[src/rtl/spi_pkg.sv]
`default_nettype none
// ============================================================================
//  Module      : spi_pkg
//  Description : Shared state encoding and constants for the SPI frame receiver.
//  Revision    : 1.0 - initial release
// ============================================================================
package spi_pkg;

  typedef enum logic [1:0] {
    IDLE  = 2'd0,
    SHIFT = 2'd1,
    END   = 2'd2
  } spi_state_t;

  localparam int SYNC_STAGES = 2;

endpackage
`default_nettype wire

[src/rtl/spi_sync.sv]
`default_nettype none
// ============================================================================
//  Module      : spi_sync
//  Description : W-bit multi-flop synchroniser for asynchronous pin inputs.
//  Revision    : 1.0 - initial release
// ============================================================================
module spi_sync
  import spi_pkg::*;
#(
  parameter int W = 3
) (
  input  logic         clk,
  input  logic         reset,
  input  logic [W-1:0] i_d,
  output logic [W-1:0] o_q
);

  logic [SYNC_STAGES-1:0][W-1:0] r_pipe;

  always_ff @(posedge clk) begin
    if (reset) begin
      r_pipe <= '0;
    end else begin
      r_pipe <= {r_pipe[SYNC_STAGES-2:0], i_d};
    end
  end

  assign o_q = r_pipe[SYNC_STAGES-1];

endmodule
`default_nettype wire

[src/rtl/spi_frame_rx.sv]
`default_nettype none
// ============================================================================
//  Module      : spi_frame_rx
//  Description : Oversampled SPI slave frame receiver with exact bit counting,
//                short/long frame detection and a status word returned on sdo.
//  Revision    : 1.0 - initial release
// ============================================================================
module spi_frame_rx
  import spi_pkg::*;
#(
  parameter int                 FRAME_W   = 128,
  parameter int                 CPOL      = 0,
  parameter int                 CPHA      = 0,
  parameter logic [FRAME_W-1:0] MATCH_PAT = FRAME_W'(128'hFF00FF00FF00FF00FF00FF00FF00FF00)
) (
  input  logic               clk,
  input  logic               reset,
  input  logic               sck,
  input  logic               sdi,
  input  logic               load,
  output logic               sdo,
  input  logic [FRAME_W-1:0] tx_word,
  output logic [FRAME_W-1:0] frame_data,
  output logic               frame_valid,
  output logic               frame_err,
  output logic               match,
  output logic               busy
);

  localparam int CNT_W = $clog2(FRAME_W + 2);

  logic [2:0]         w_sync;
  logic               w_sck_s, w_sdi_s, w_load_s;
  logic               w_rise, w_fall, w_sample, w_shift;
  logic               w_load_rise, w_load_fall;
  spi_state_t         r_state, w_next;
  logic               r_sck_prev, r_load_prev;
  logic [FRAME_W-1:0] r_shreg, r_tx, r_frame_data;
  logic [CNT_W-1:0]   r_cnt, r_txcnt;
  logic               r_sdo, r_frame_valid, r_frame_err, r_match;

  spi_sync #(.W(3)) u_sync (
    .clk   (clk),
    .reset (reset),
    .i_d   ({sck, sdi, load}),
    .o_q   (w_sync)
  );

  assign {w_sck_s, w_sdi_s, w_load_s} = w_sync;

  assign w_rise      = w_sck_s & ~r_sck_prev;
  assign w_fall      = ~w_sck_s & r_sck_prev;
  // Leading edge is a rise when CPOL=0; CPHA picks leading or trailing for sampling.
  assign w_sample    = (CPOL == CPHA) ? w_rise : w_fall;
  assign w_shift     = (CPOL == CPHA) ? w_fall : w_rise;
  assign w_load_rise = w_load_s & ~r_load_prev;
  assign w_load_fall = ~w_load_s & r_load_prev;

  always_ff @(posedge clk) begin
    if (reset) begin
      r_state <= IDLE;
    end else begin
      r_state <= w_next;
    end
  end

  always_comb begin
    w_next = r_state;
    case (r_state)
      IDLE:    if (w_load_rise) w_next = SHIFT;
      SHIFT:   if (w_load_fall) w_next = END;
      END:     w_next = IDLE;
      default: w_next = IDLE;
    endcase
  end

  always_ff @(posedge clk) begin
    if (reset) begin
      r_sck_prev    <= 1'b0;
      r_load_prev   <= 1'b0;
      r_shreg       <= '0;
      r_tx          <= '0;
      r_cnt         <= '0;
      r_txcnt       <= '0;
      r_sdo         <= 1'b0;
      r_frame_data  <= '0;
      r_frame_valid <= 1'b0;
      r_frame_err   <= 1'b0;
      r_match       <= 1'b0;
    end else begin
      r_sck_prev    <= w_sck_s;
      r_load_prev   <= w_load_s;
      r_frame_valid <= 1'b0;
      r_frame_err   <= 1'b0;
      case (r_state)
        IDLE: begin
          if (w_load_rise) begin
            r_shreg <= '0;
            r_cnt   <= '0;
            if (CPHA == 0) begin
              r_sdo   <= tx_word[FRAME_W-1];
              r_tx    <= tx_word << 1;
              r_txcnt <= CNT_W'(1);
            end else begin
              r_sdo   <= 1'b0;
              r_tx    <= tx_word;
              r_txcnt <= '0;
            end
          end
        end
        SHIFT: begin
          // Bits past FRAME_W are dropped; the count keeps going to flag the overrun.
          if (w_sample) begin
            if (r_cnt < CNT_W'(FRAME_W)) r_shreg <= {r_shreg[FRAME_W-2:0], w_sdi_s};
            if (r_cnt <= CNT_W'(FRAME_W)) r_cnt <= r_cnt + 1'b1;
          end
          if (w_shift) begin
            if (r_txcnt < CNT_W'(FRAME_W)) begin
              r_sdo   <= r_tx[FRAME_W-1];
              r_tx    <= r_tx << 1;
              r_txcnt <= r_txcnt + 1'b1;
            end else begin
              r_sdo <= 1'b0;
            end
          end
        end
        END: begin
          r_sdo <= 1'b0;
          if (r_cnt == CNT_W'(FRAME_W)) begin
            r_frame_data  <= r_shreg;
            r_match       <= (r_shreg == MATCH_PAT);
            r_frame_valid <= 1'b1;
          end else begin
            r_frame_err <= 1'b1;
          end
        end
        default: r_sdo <= 1'b0;
      endcase
    end
  end

  assign sdo         = r_sdo;
  assign frame_data  = r_frame_data;
  assign frame_valid = r_frame_valid;
  assign frame_err   = r_frame_err;
  assign match       = r_match;
  assign busy        = (r_state == SHIFT);

endmodule
`default_nettype wire

[config.mk]
export PLATFORM = sky130hd
export DESIGN_NAME = spi_frame_rx
export DESIGN_NICKNAME = d
export VERILOG_FILES = /design/src/rtl/spi_pkg.sv /design/src/rtl/spi_sync.sv /design/src/rtl/spi_frame_rx.sv
export SDC_FILE = /design/constraint.sdc
export NUM_CORES = 1
export LEC_CHECK = 0
export CAP_MARGIN = 0
export CORE_ASPECT_RATIO = 0.7
export CORE_MARGIN = 3
export CORE_UTILIZATION = 50
export DETAILED_ROUTE_END_ITERATION = 8
export MAX_ROUTING_LAYER = met4
export PLACE_DENSITY_LB_ADDON = 0.05
export SYNTH_ARGS = -nofsm -noshare
export SYNTH_HDL_FRONTEND = slang
export SYNTH_SLANG_ARGS = --single-unit
[constraint.sdc]
create_clock -name clk -period 2.99 [get_ports clk]
set_clock_uncertainty 0.05 [all_clocks]
set_input_delay 0.598 -clock clk [delete_from_list [all_inputs] [get_ports clk]]
set_output_delay 0.598 -clock clk [all_outputs]
set_load 0.1 [all_outputs]
==> qor.csv <==
metric;value;unit
Mapped Cells;2017;
met1 GRT Util;35.76;%
count of cell types in the netlist;44;
antenna viol nets, final;0;
IO Pins;266;
drt first pass iters;5;
GR Util met3;3.456;%
Adder-Cell Fraction of Synth Area;0.2364;%
Hold Crit Start;u_sync.r_pipe[0];
# Post-CTS Setup Buffers;0;
later-pin clock latency in the skew report;0.53;ns
fillcell total;2727;
RSZ-0062 raised after global routing;false;
CTS clk-pin slew, worst paths;0.06;ns
crit path launch type;register;
PwrDens;576.8;nW/um2
maximum vdd drop;0.3273;mV
Post-CTS Resized;0;
# DRC;0;
Final Wtd Congestion;0.7975;
Tcrit/Tclk final;93.08;%
switching power;2542;uW
Num Clock Sinks;413;
Post-synth EDFFs;0;
routed wire length;41.13;mm
syn nets;2153;
pin count of the biggest net entering global routing;132;
critical path arrival;2.13;ns
met2 usage;33.72;%
sw frac;22.46;%
Critical Path Sink Type;output port;
routed vias/inst;5.495;
CP max FO;114;
share of layout cells above drive strength 1;10.09;%
WS Path Type;register to output port;
Leak;0.006766;uW
Clock Power Share;43.2;%
Hold Path Class;register to register;
Fin. Hold Viols;0;
worst r2r src;r_state[1];
Final Slew Violations;0;
total negative slack;0;ns
Warnings, synthesis;0;
hold path depth;1;
Async SR Flop Fraction;0;%
R2R cell count;6;
Yosys top cell area share;52.08;%
Synth Register Bits;413;
top_reg_cell synth;dfxtp_1;
Die H;155.1;um
FMAX;0.3593;GHz
Req. time, crit path;2.34;ns
htree depth;2;
clock tree root buffer cell;clkbuf_16;
most frequent cells in the layout;648 x nand2_1, 413 x dfxtp_1, 262 x a21oi_1, 144 x nor2_1, 142 x buf_4;
number of buffers created by CTS;40;
leading area contributor after synthesis;dfxtp_1;
multiplexer area fraction after synthesis;0;%
cell area after synthesis;15880;um2
CTS tree;yes;
Area contributors post-synth;dfxtp_1 52%, nand2_1 15%, a21oi_1 8.3%;
Overall Global Routing Usage;23.65;%
die area;33960;um2
slew margin rel.;45.69;%
most common cell after layout, fill and taps aside;nand2_1;
cell-internal power;8777;uW
Compound-Gate Fraction of Synth Area;16.00;%
Simple-Gate Fraction of Synth Area;26.68;%
Final HPWL DP;25.74;mm
vias in the first global route;12707;
FF+latch area;8268;um2
GR Overflow Total;0;
Max Buffers Root-to-Sink;3;
Max Cap Violations;0;
Reg2Reg Setup Slack;0.54;ns
multi-input logic area;6924;um2
DR WL/cell;15.79;um
min Tclk post-route;2.783;ns
register area share after synthesis;52.08;%
Worst-Margin Slew;0.8146;ns
worst r2r dst;r_cnt[4];
xor-xnor portion of the synthesized cell area;0.4413;%
Initial Util;51.82;%
post-layout util;64.05;%
FP Rows;53;
Comb pwr share;6.7;%
Layout Nets;2306;
Port Buf Inserts;265;
die extent in x;219.0;um
first-pass GRT wire length;65.58;mm
antenna violations before repair;0;
synthesis-to-layout area growth;23.60;%
synthesized area per cell;7.871;um2
GRT busiest layer;met1;
via count;14310;
outcome;complete, no violations;
Seq pwr share;50.1;%
1st-iter DRT viols;1234;
worst hold endpoint;u_sync.o_q[0];
# hold bufs at CTS;0;
count of final setup violators;0;
main combinational cell family by area after synthesis;simple AND/OR/NAND/NOR gates;
CORE AREA;30640;um2
[critical path, cell delays in order, from the launching register on]
cell and delay, ns:
dfxtp_1 0.62, nand2b_4 0.15, inv_8 0.42, buf_12 0.26
[synthesized netlist by cell type (all sizes together), types with 4 or more instances]
cell,n
a21oi,263
nor2,144
xnor2,5
dfxtp,413
nand4,12
nor4b,13
nor3,4
nand3,138
a311oi,126
nor4,12
nand2,648
clkbuf,132
buf,44
inv,4
nor2b,9
[logic make-up (layout without fill, tap and decap cells)]
logic type	Yosys count	in the layout
adder cells (fa/ha/maj)	3	3
other	0	1
AND/OR/NAND/NOR	1008	1008
buffers and inverters	180	354
flip-flops	413	413
XOR/XNOR	8	8
AO/OA/AOI/OAI	405	405
[per-stage QoR]
| step | hold slack (ns) | instance area [um2] | total power (uW) | setup slack (ns) | cells |
|---|---|---|---|---|---|
| 2_1_floorplan | 0.3638 | 15880 | 6233 | 0.2392 | 2017 |
| 3_3_place_gp | 0.3699 | 18380 | 6532 | 0.5665 | 2540 |
| 3_5_place_dp | 0.3737 | 18380 | 6548 | 0.4721 | 2540 |
| 4_1_cts | 0.3877 | 19620 | 11420 | 0.2558 | 2603 |
| 5_1_grt | 0.4185 | 19620 | 11750 | 0.1631 | 2603 |
| 6_report | 0.3847 | 19620 | 11320 | 0.2070 | 2604 |
[worst max-delay path by stage]
stage,startpoint,end,slack (ns),cells after the start
2_1_floorplan,r_state[1],busy,0.24,5
3_3_place_gp,r_state[1],r_cnt[3],0.57,6
3_5_place_dp,r_state[1],r_cnt[4],0.47,6
4_1_cts,r_state[0],busy,0.26,3
5_1_grt,r_state[0],busy,0.16,3
6_report,r_state[0],busy,0.21,3
[per-layer routing]
layer | part of all wire (%) | routed length, um
met5 | 0 | 0
met4 | 1.2 | 501
met3 | 6.4 | 2644
met2 | 43 | 17710
met1 | 49 | 20270
[final cells by class]
type                    count  area share, %
flip-flops and latches    413          42.13
multi-input cells        1424          35.28
repair buffers            287          13.52
clock buffers              54          5.681
well taps                 412          2.627
clock inverters             9         0.6312
inverters                   4         0.1148
diodes                      1        0.01275
[registers in the layout, summed over array words and instances, names as in the netlist]
register,count
r_shreg,128
u_sync.r_pipe,3
r_cnt,8
r_sck_prev,1
match,1
r_state,2
u_sync.o_q,3
sdo,1
frame_data,128
r_load_prev,1
frame_err,1
r_tx,127
frame_valid,1
r_txcnt,8
[power by group through the flow]
stage / Combinational, uW / Clock, uW / Sequential (uW)
after floorplan: 455 / 0 / 5780
after global placement: 746 / 0 / 5790
after detailed placement: 759 / 0 / 5790
after CTS: 760 / 4990 / 5670
after global routing: 837 / 5230 / 5680
final: 758 / 4890 / 5670
Power figures use the tool's default switching activity.
